==> src/rtl/rf_pkg.sv <==
// Shared constants and helpers for the multi-port register file.
package rf_pkg;

  // Register index that reads as zero when the hardwired-zero option is enabled.
  localparam int unsigned ZERO_ADDR = 0;

  // Address width needed to index `depth` registers (never less than one bit).
  function automatic int unsigned rf_aw(input int unsigned depth);
    return (depth > 1) ? $clog2(depth) : 1;
  endfunction

endpackage

==> src/rtl/rf_scoreboard.sv <==
// Per-register busy scoreboard: set on claim (issue), cleared on writeback.
module rf_scoreboard import rf_pkg::*; #(
  parameter int unsigned DEPTH    = 32,
  parameter int unsigned NWRITE   = 1,
  parameter int unsigned ZERO_REG = 1,
  parameter int unsigned AW       = rf_aw(DEPTH)
) (
  input  logic                         clk,
  input  logic                         reset,
  input  logic [NWRITE-1:0]            wen,
  input  logic [NWRITE-1:0][AW-1:0]    waddr,
  input  logic                         claim_en,
  input  logic [AW-1:0]                claim_addr,
  output logic [DEPTH-1:0]             busy_vec
);

  logic [DEPTH-1:0] busy_q, busy_d;

  // True when an address names a real register that accepts writes and claims.
  function automatic logic addr_ok(input logic [AW-1:0] a);
    return (32'(a) < DEPTH) && !((ZERO_REG != 0) && (a == AW'(ZERO_ADDR)));
  endfunction

  // Next state: writebacks release first, then a claim re-marks, so a claim wins.
  always_comb begin
    busy_d = busy_q;
    for (int j = 0; j < NWRITE; j++) begin
      if (wen[j] && addr_ok(waddr[j])) begin
        busy_d[waddr[j]] = 1'b0;
      end
    end
    if (claim_en && addr_ok(claim_addr)) begin
      busy_d[claim_addr] = 1'b1;
    end
    if (ZERO_REG != 0) begin
      busy_d[ZERO_ADDR] = 1'b0;
    end
  end

  // Scoreboard state register with synchronous reset.
  always_ff @(posedge clk) begin
    if (reset) begin
      busy_q <= '0;
    end else begin
      busy_q <= busy_d;
    end
  end

  assign busy_vec = busy_q;

endmodule

==> src/rtl/regfile_mp.sv <==
// Parametrised multi-port register file with optional zero register,
// write-to-read bypass and a busy scoreboard.
module regfile_mp import rf_pkg::*; #(
  parameter int unsigned WIDTH    = 32,
  parameter int unsigned DEPTH    = 32,
  parameter int unsigned NREAD    = 2,
  parameter int unsigned NWRITE   = 1,
  parameter int unsigned ZERO_REG = 1,
  parameter int unsigned BYPASS   = 1,
  parameter int unsigned AW       = rf_aw(DEPTH)
) (
  input  logic                          clk,
  input  logic                          reset,
  input  logic [NWRITE-1:0]             wen,
  input  logic [NWRITE-1:0][AW-1:0]     waddr,
  input  logic [NWRITE-1:0][WIDTH-1:0]  wdata,
  input  logic [NREAD-1:0][AW-1:0]      raddr,
  output logic [NREAD-1:0][WIDTH-1:0]   rdata,
  output logic [NREAD-1:0]              rbusy,
  input  logic                          claim_en,
  input  logic [AW-1:0]                 claim_addr,
  output logic [DEPTH-1:0]              busy_vec
);

  logic [WIDTH-1:0] mem_q [DEPTH];
  logic [WIDTH-1:0] mem_d [DEPTH];

  // Address is in range and not the hardwired-zero register.
  function automatic logic addr_ok(input logic [AW-1:0] a);
    return (32'(a) < DEPTH) && !((ZERO_REG != 0) && (a == AW'(ZERO_ADDR)));
  endfunction

  rf_scoreboard #(
    .DEPTH    (DEPTH),
    .NWRITE   (NWRITE),
    .ZERO_REG (ZERO_REG),
    .AW       (AW)
  ) u_scoreboard (
    .clk        (clk),
    .reset      (reset),
    .wen        (wen),
    .waddr      (waddr),
    .claim_en   (claim_en),
    .claim_addr (claim_addr),
    .busy_vec   (busy_vec)
  );

  // Write resolution: ports applied in ascending order so the highest index wins.
  always_comb begin
    mem_d = mem_q;
    for (int j = 0; j < NWRITE; j++) begin
      if (wen[j] && addr_ok(waddr[j])) begin
        mem_d[waddr[j]] = wdata[j];
      end
    end
  end

  // Data array with synchronous clear.
  always_ff @(posedge clk) begin
    if (reset) begin
      mem_q <= '{default: '0};
    end else begin
      mem_q <= mem_d;
    end
  end

  // Read muxes; out-of-range and zero-register reads return 0 and not-busy.
  always_comb begin
    for (int i = 0; i < NREAD; i++) begin
      rdata[i] = '0;
      rbusy[i] = 1'b0;
      if (addr_ok(raddr[i])) begin
        rdata[i] = mem_q[raddr[i]];
        rbusy[i] = busy_vec[raddr[i]];
        if (BYPASS != 0) begin
          // Same-cycle writeback: forward data and show the post-release busy bit.
          for (int j = 0; j < NWRITE; j++) begin
            if (wen[j] && (waddr[j] == raddr[i])) begin
              rdata[i] = wdata[j];
              rbusy[i] = claim_en && (claim_addr == raddr[i]);
            end
          end
        end
      end
    end
  end

endmodule
==> config.mk <==
export PLATFORM = sky130hd
export DESIGN_NAME = regfile_mp
export DESIGN_NICKNAME = d
export VERILOG_FILES = /design/src/rtl/rf_pkg.sv /design/src/rtl/rf_scoreboard.sv /design/src/rtl/regfile_mp.sv
export SDC_FILE = /design/constraint.sdc
export NUM_CORES = 2
export LEC_CHECK = 0
export BUFFER_PORTS_ARGS = -buffer_cell sky130_fd_sc_hd__buf_2
export CAP_MARGIN = 0
export CORE_AREA = 3 3 333 335
export DETAILED_ROUTE_END_ITERATION = 8
export DIE_AREA = 0 0 336 338
export GPL_TIMING_DRIVEN = 0
export HOLD_SLACK_MARGIN = 0.05
export PLACE_DENSITY = 0.74
export SYNTH_ARGS = -nofsm -noshare
export SYNTH_HDL_FRONTEND = slang
export SYNTH_SLANG_ARGS = --single-unit
==> constraint.sdc <==
create_clock -name clk -period 4.7 [get_ports clk]
set_input_delay 0.94 -clock clk [delete_from_list [all_inputs] [get_ports clk]]
set_output_delay 0.94 -clock clk [all_outputs]
set_load 0.03 [all_outputs]
# Yosys cells after proc, flatten, opt, wreduce, memory -nomap -nowiden
# Index checks and enable logic that the tools add are counted.
word_totals:
  input_bits: 56
  word_cells: 96
  regBits: 1056
op_classes:
  reduce_logical: 15
  eq_ne: 4
  n_lt_le_gt_ge: 10
  muxes: 27
  bitwise_logic: 6
op_table:
  columns: ["operator", "n"]
  rows:
  - ["$bwmux W1024", 1]
  - ["$mux W32", 11]
  - ["$bmux W32 S5", 2]
  - ["$demux W32 S5", 1]
  - ["$and A32 B32 Y32", 1]
  - ["$not A32 Y32", 1]
  - ["$or A32 B32 Y32", 1]
  - ["$lt A5 B6 Y1 const B", 4]
  - ["$eq A5 B5 Y1", 4]
  - ["$logic_not A5 Y1", 4]
  - ["$ge A6 B6 Y1 const B", 3]
  - ["$not A5 Y6", 3]
  - ["$bmux W1 S5", 2]
  - ["$demux W1 S5", 2]
  - ["$ge A5 B1 Y1 const B", 2]
  - ["$logic_and A1 B1 Y1", 9]
  - ["$mux W1", 8]
  - ["$lt A6 B1 Y1 const B", 1]
  - ["$logic_not A1 Y1", 2]

# Longest topological paths before layout
logic_depth:
  ltp_word: 9
  depth_mapped: 9

# Modules after synthesis
# From an unflattened synthesis, not the netlist that was laid out.
unflattened:
  cells_unflattened: 6042
  area_unflattened_um2: 53596.4
by_module_without_submodules:
  columns: ["mod", "n_inst", "cells_each", "area_each_um2"]
  rows:
  - ["regfile_mp", 1, 5881, 52250.1]
  - ["rf_scoreboard", 1, 161, 1346.3]

# Worst setup path before layout
# No wires, ideal clock.
synth_path:
  path_type: "in2out"
  startpoint: "input port raddr[5] (netlist name)"
  endpoint: "output port rbusy[1]"
  cell_stages: 8
  n_path_buf: 4
  arrival_time_ns: 2.830
  path_slack_ns: 0.930
  cell_sequence: "buf_6 > buf_8 > buf_8 > buf_6 > xor2_1 > nor4_1 > a41oi_1 > a311oi_1"
synth_between:
  elab_chain_cells: 4
  elab_cells_between_ends: 9
  cone_classes: "2 x eq/ne; 4 x mux; 3 x reduce/logical"
synth_rtl:
  columns: ["item", "line", "source"]
  rows:
  - ["start, declared", "regfile_mp.sv:17", "input logic [NREAD-1:0][AW-1:0] raddr,"]
  - ["$bmux W1 S5, or another cell as far along", "regfile_mp.sv:74", "rbusy[i] = busy_vec[raddr[i]];"]
  - ["$mux W1 (implied by the code), or another cell as far along", "regfile_mp.sv:74", null]
  - ["$mux W1", "regfile_mp.sv:78", "if (wen[j] && (waddr[j] == raddr[i])) begin"]
  - ["$mux W1 *", "regfile_mp.sv:72", "if (addr_ok(raddr[i])) begin"]
  - ["end, declared", "regfile_mp.sv:19", "output logic [NREAD-1:0] rbusy,"]
# Every way passes the cells marked *; elsewhere a longest branch is shown, timed or not. The select of a mux whose other input is x is not followed.

==> out/summary.txt <==
Status: finished with violations
Failing checks: max-capacitance violations, max-slew violations, negative setup slack
VDD IR-drop max: 0.309 mV
Total global routing overflow: 0
Critical Path End Type: output port
Post-synthesis xor/xnor area fraction: 0.325%
Hold_sp: mem_q[185]$_SDFFE_PP0P_
CTS hold repair buffers: 0
Final setup viols: 49
Seq/Total Area, Yosys: 39.1%
Slew @ Worst Pin: 1610 ps
Post-Synthesis Cell Area: 0.0540 mm²
Compound-Gate Fraction of Synth Area: 14.8%
Largest cells by area after synthesis: dfxtp_1, mux4_2, nand2_1, a21oi_1, clkbuf_1
Synth Warn #: 0
Post-synth EDFFs: 0
End of the worst register-to-register path: mem_q[766]$_SDFFE_PP0P_
Most used DFF post-synth: dfxtp_1
Fin. Hold Viols: 0
1st-iter DRT viols: 11700
CTS tree: done
Floorplan row count: 121
Share of cells above drive strength 1: 17.5%
Min-delay worst type: reg2reg
First-pass GRT wire length: 431000 µm
Post-synthesis simple-gate area fraction: 17.9%
Initial Utilization: 49.8%
Post-synth ARST share: 0%
Cell taking the most area after synthesis: dfxtp_1
Largest family of logic cells by synthesized area: multiplexers
Clk_skew: 0 ps
Critical-path maximum fanout: 10
Area added between synthesis and finish: 12.8%
CP peak stage delay: 420 ps
Post-synthesis area per instance: 8.74 µm²
Max Freq: 202 MHz
Mapped Cells: 6177
Synth cell types: 65
Family with the most delay on the worst path: buffers and inverters
Syn Nets: 6233
Worst-skew pair later-pin latency: 750 ps
Fill cell count: 9905
Endpoint, Worst Hold: mem_q[185]$_SDFFE_PP0P_
Die Span X: 336 µm
Inserted Clock Buffers: 114
DRC viols: 0
Setup TNS: -5350 ps
Total power: 21400 µW
Core ar.: 0.108 mm²
Gr usage total: 55.9%
DP Area: 0.0563 mm²
Reg-to-reg slack, setup: 3570 ps
HPWL after detailed placement: 240000 µm
Port bufs: 106
Static leakage: 0.0202 µW
Hold Crit Depth: 2
Crit-path cells: buf_2, buf_6, buf_6, nand2_2, buf_2, o22ai_2, nor3_1, nor3_1, nor2_1, buf_2
Via count: 57200
Vias in the first global route: 51600
Fin crit period: 4940 ps
Crit start category: input pin
Post-Route WL: 326000 µm
Final Max Slew Viols: 11
Reg2reg start: mem_q[766]$_SDFFE_PP0P_
Crit share post-route: 105%
Top Ports: 154
Power Density: 351 mW/mm²
Mux cell area share after synthesis: 21.9%
Synth top area share: 39.1%
Initial antenna violation count: 30
DR WL/cell: 41.1 µm
Yosys reg bits: 1055
Critical Path RT: 3760 ps
Worst Path Arrival: 4000 ps
Max-cap violations: 2
Post-layout util: 56.2%
Die Area: 0.114 mm²
WS Path Type: in2out
Final setup margin: -241 ps
DR pass1 iterations: 8
Layout Nets: 6462
CTS sink cnt: 1055
Worst-path clk slew: 60 ps
Drt via density: 7.22
Placer Congestion: 1.14
CTS max path bufs: 3
Worst setup path start: raddr[7]
R2R depth: 2
Slew HR: -7.06%
ANT nets after route: 0
Most used cell along the critical path: buf_2
Synth Area in Adders: 0%
RSZ-0062 raised after global routing: false
WP buf/inv: 5
Largest net degree at the start of global routing: 17
Design area: 0.0609 mm²
Die Y: 338 µm
Root buffer cell: clkbuf_16
Max stage delay cell, worst path: buf_2
H-Tree Depth: 3
## per-layer routing
metal | global-route usage, % | up-vias | wire, µm
li1 | - | 22100 | -
met1 | 68.3 | 27700 | 110000
met4 | 50.8 | 20 | 38300
met5 | 0.851 | - | 133
met3 | 24.4 | 1564 | 54200
met2 | 73.6 | 5825 | 123000
## worst register-to-register path, delay by kind of cell, from the launching register on
| kind | cells | cell delay, ps |
|---|---|---|
| and+or+nand+nor | 1 | 110 |
| DFF | 1 | 740 |
| AOI/OAI and AO/OA | 1 | 200 |
## synth_stat cells (4+ instances only)
master	n
a211oi_1	35
a21oi_1	1018
a221o_1	6
a221oi_1	22
a22o_1	41
a22oi_1	78
a31oi_1	35
and2_1	5
buf_1	17
buf_12	8
buf_2	153
buf_4	13
buf_6	26
buf_8	7
clkbuf_1	427
clkbuf_2	13
dfxtp_1	1055
mux2i_1	110
mux4_2	474
nand2_1	2075
nand2b_1	10
nand3_1	45
nand4_1	5
nor2_1	99
nor2_2	10
nor2b_1	72
nor3_1	65
nor4_1	14
o211ai_1	17
o21ai_0	26
o22a_1	9
o22ai_1	99
o31ai_1	5
o32a_1	4
or2_2	8
xnor2_1	12
xor2_1	8
## layout by cell type, fill, tap and decap left out, types with 31 or more instances in the layout
| cell | instances |
|---|---|
| buf_2 | 235 |
| a22o_1 | 41 |
| a21oi_1 | 1016 |
| mux2i_1 | 110 |
| nor2_1 | 94 |
| buf_6 | 31 |
| o22ai_1 | 72 |
| clkbuf_1 | 414 |
| nand3_1 | 43 |
| clkbuf_16 | 114 |
| mux4_2 | 474 |
| nor2b_1 | 71 |
| clkbuf_2 | 41 |
| buf_4 | 43 |
| nor3_1 | 64 |
| a22oi_1 | 75 |
| dfxtp_1 | 1055 |
| a31oi_1 | 35 |
| nand2_1 | 2073 |
## flip-flops by register name (all words and copies together), names as in the netlist
name,flops
u_scoreboard.busy_vec,31
mem_q,1024
## what timing repair did
action / 4_1_cts / 5_1_grt
resized for setup: 164 / 37
pin swaps: 1 / 0
endpoints found under the setup margin: 66 / 33
setup buffers: 2 / 4
## final cells by class
type                            instances  area, µm²  area share, %
Multi-Input combinational cell       4454      30200           49.5
Sequential cell                      1055      21100           34.7
Buffer                                663       3380           5.55
Clock buffer                          163       3290           5.40
Tap cell                             1414       1770           2.91
Timing Repair Buffer                  114        608          0.999
Clock inverter                         43        499          0.820
Antenna cell                           15       37.5         0.0617
Inverter                                4       18.8         0.0308
## worst max path at each step
stage                      endpoint  slack (ps)  cells past startpoint
after global routing      rdata[32]         0.3                      9
after floorplan            rbusy[1]         930                      8
after CTS                 rdata[23]           4                      8
final                     rdata[50]        -240                     10
after global placement    rdata[44]       -1050                     10
after detailed placement  rdata[48]        -940                      8
## where the power goes
group	switching [µW]	leakage, µW	total (µW)	internal (µW)
sequential	60.2	0.00850	9070	9010
combinational	2220	0.00981	2870	648
clock	4170	0.00187	9420	5250
total	6450	0.0202	21400	14900
## per-stage QoR
| stage | setup slack (ps) | std cells | hold WS (ps) |
|---|---|---|---|
| 2_1_floorplan | 930 | 6177 | 441 |
| 3_3_place_gp | -1050 | 7697 | 448 |
| 3_5_place_dp | -941 | 7699 | 457 |
| 4_1_cts | 4.47 | 7906 | 465 |
| 5_1_grt | 0.265 | 7914 | 484 |
| 6_report | -241 | 7925 | 466 |
## cells by family after synthesis
family,count (synthesis)
AOI/OAI and AO/OA,1413
xor gates and xnor gates,20
buffers and inverters,668
DFF,1055
muxes,587
other,1
and+or+nand+nor,2433
(Power assumes the default switching activity.)
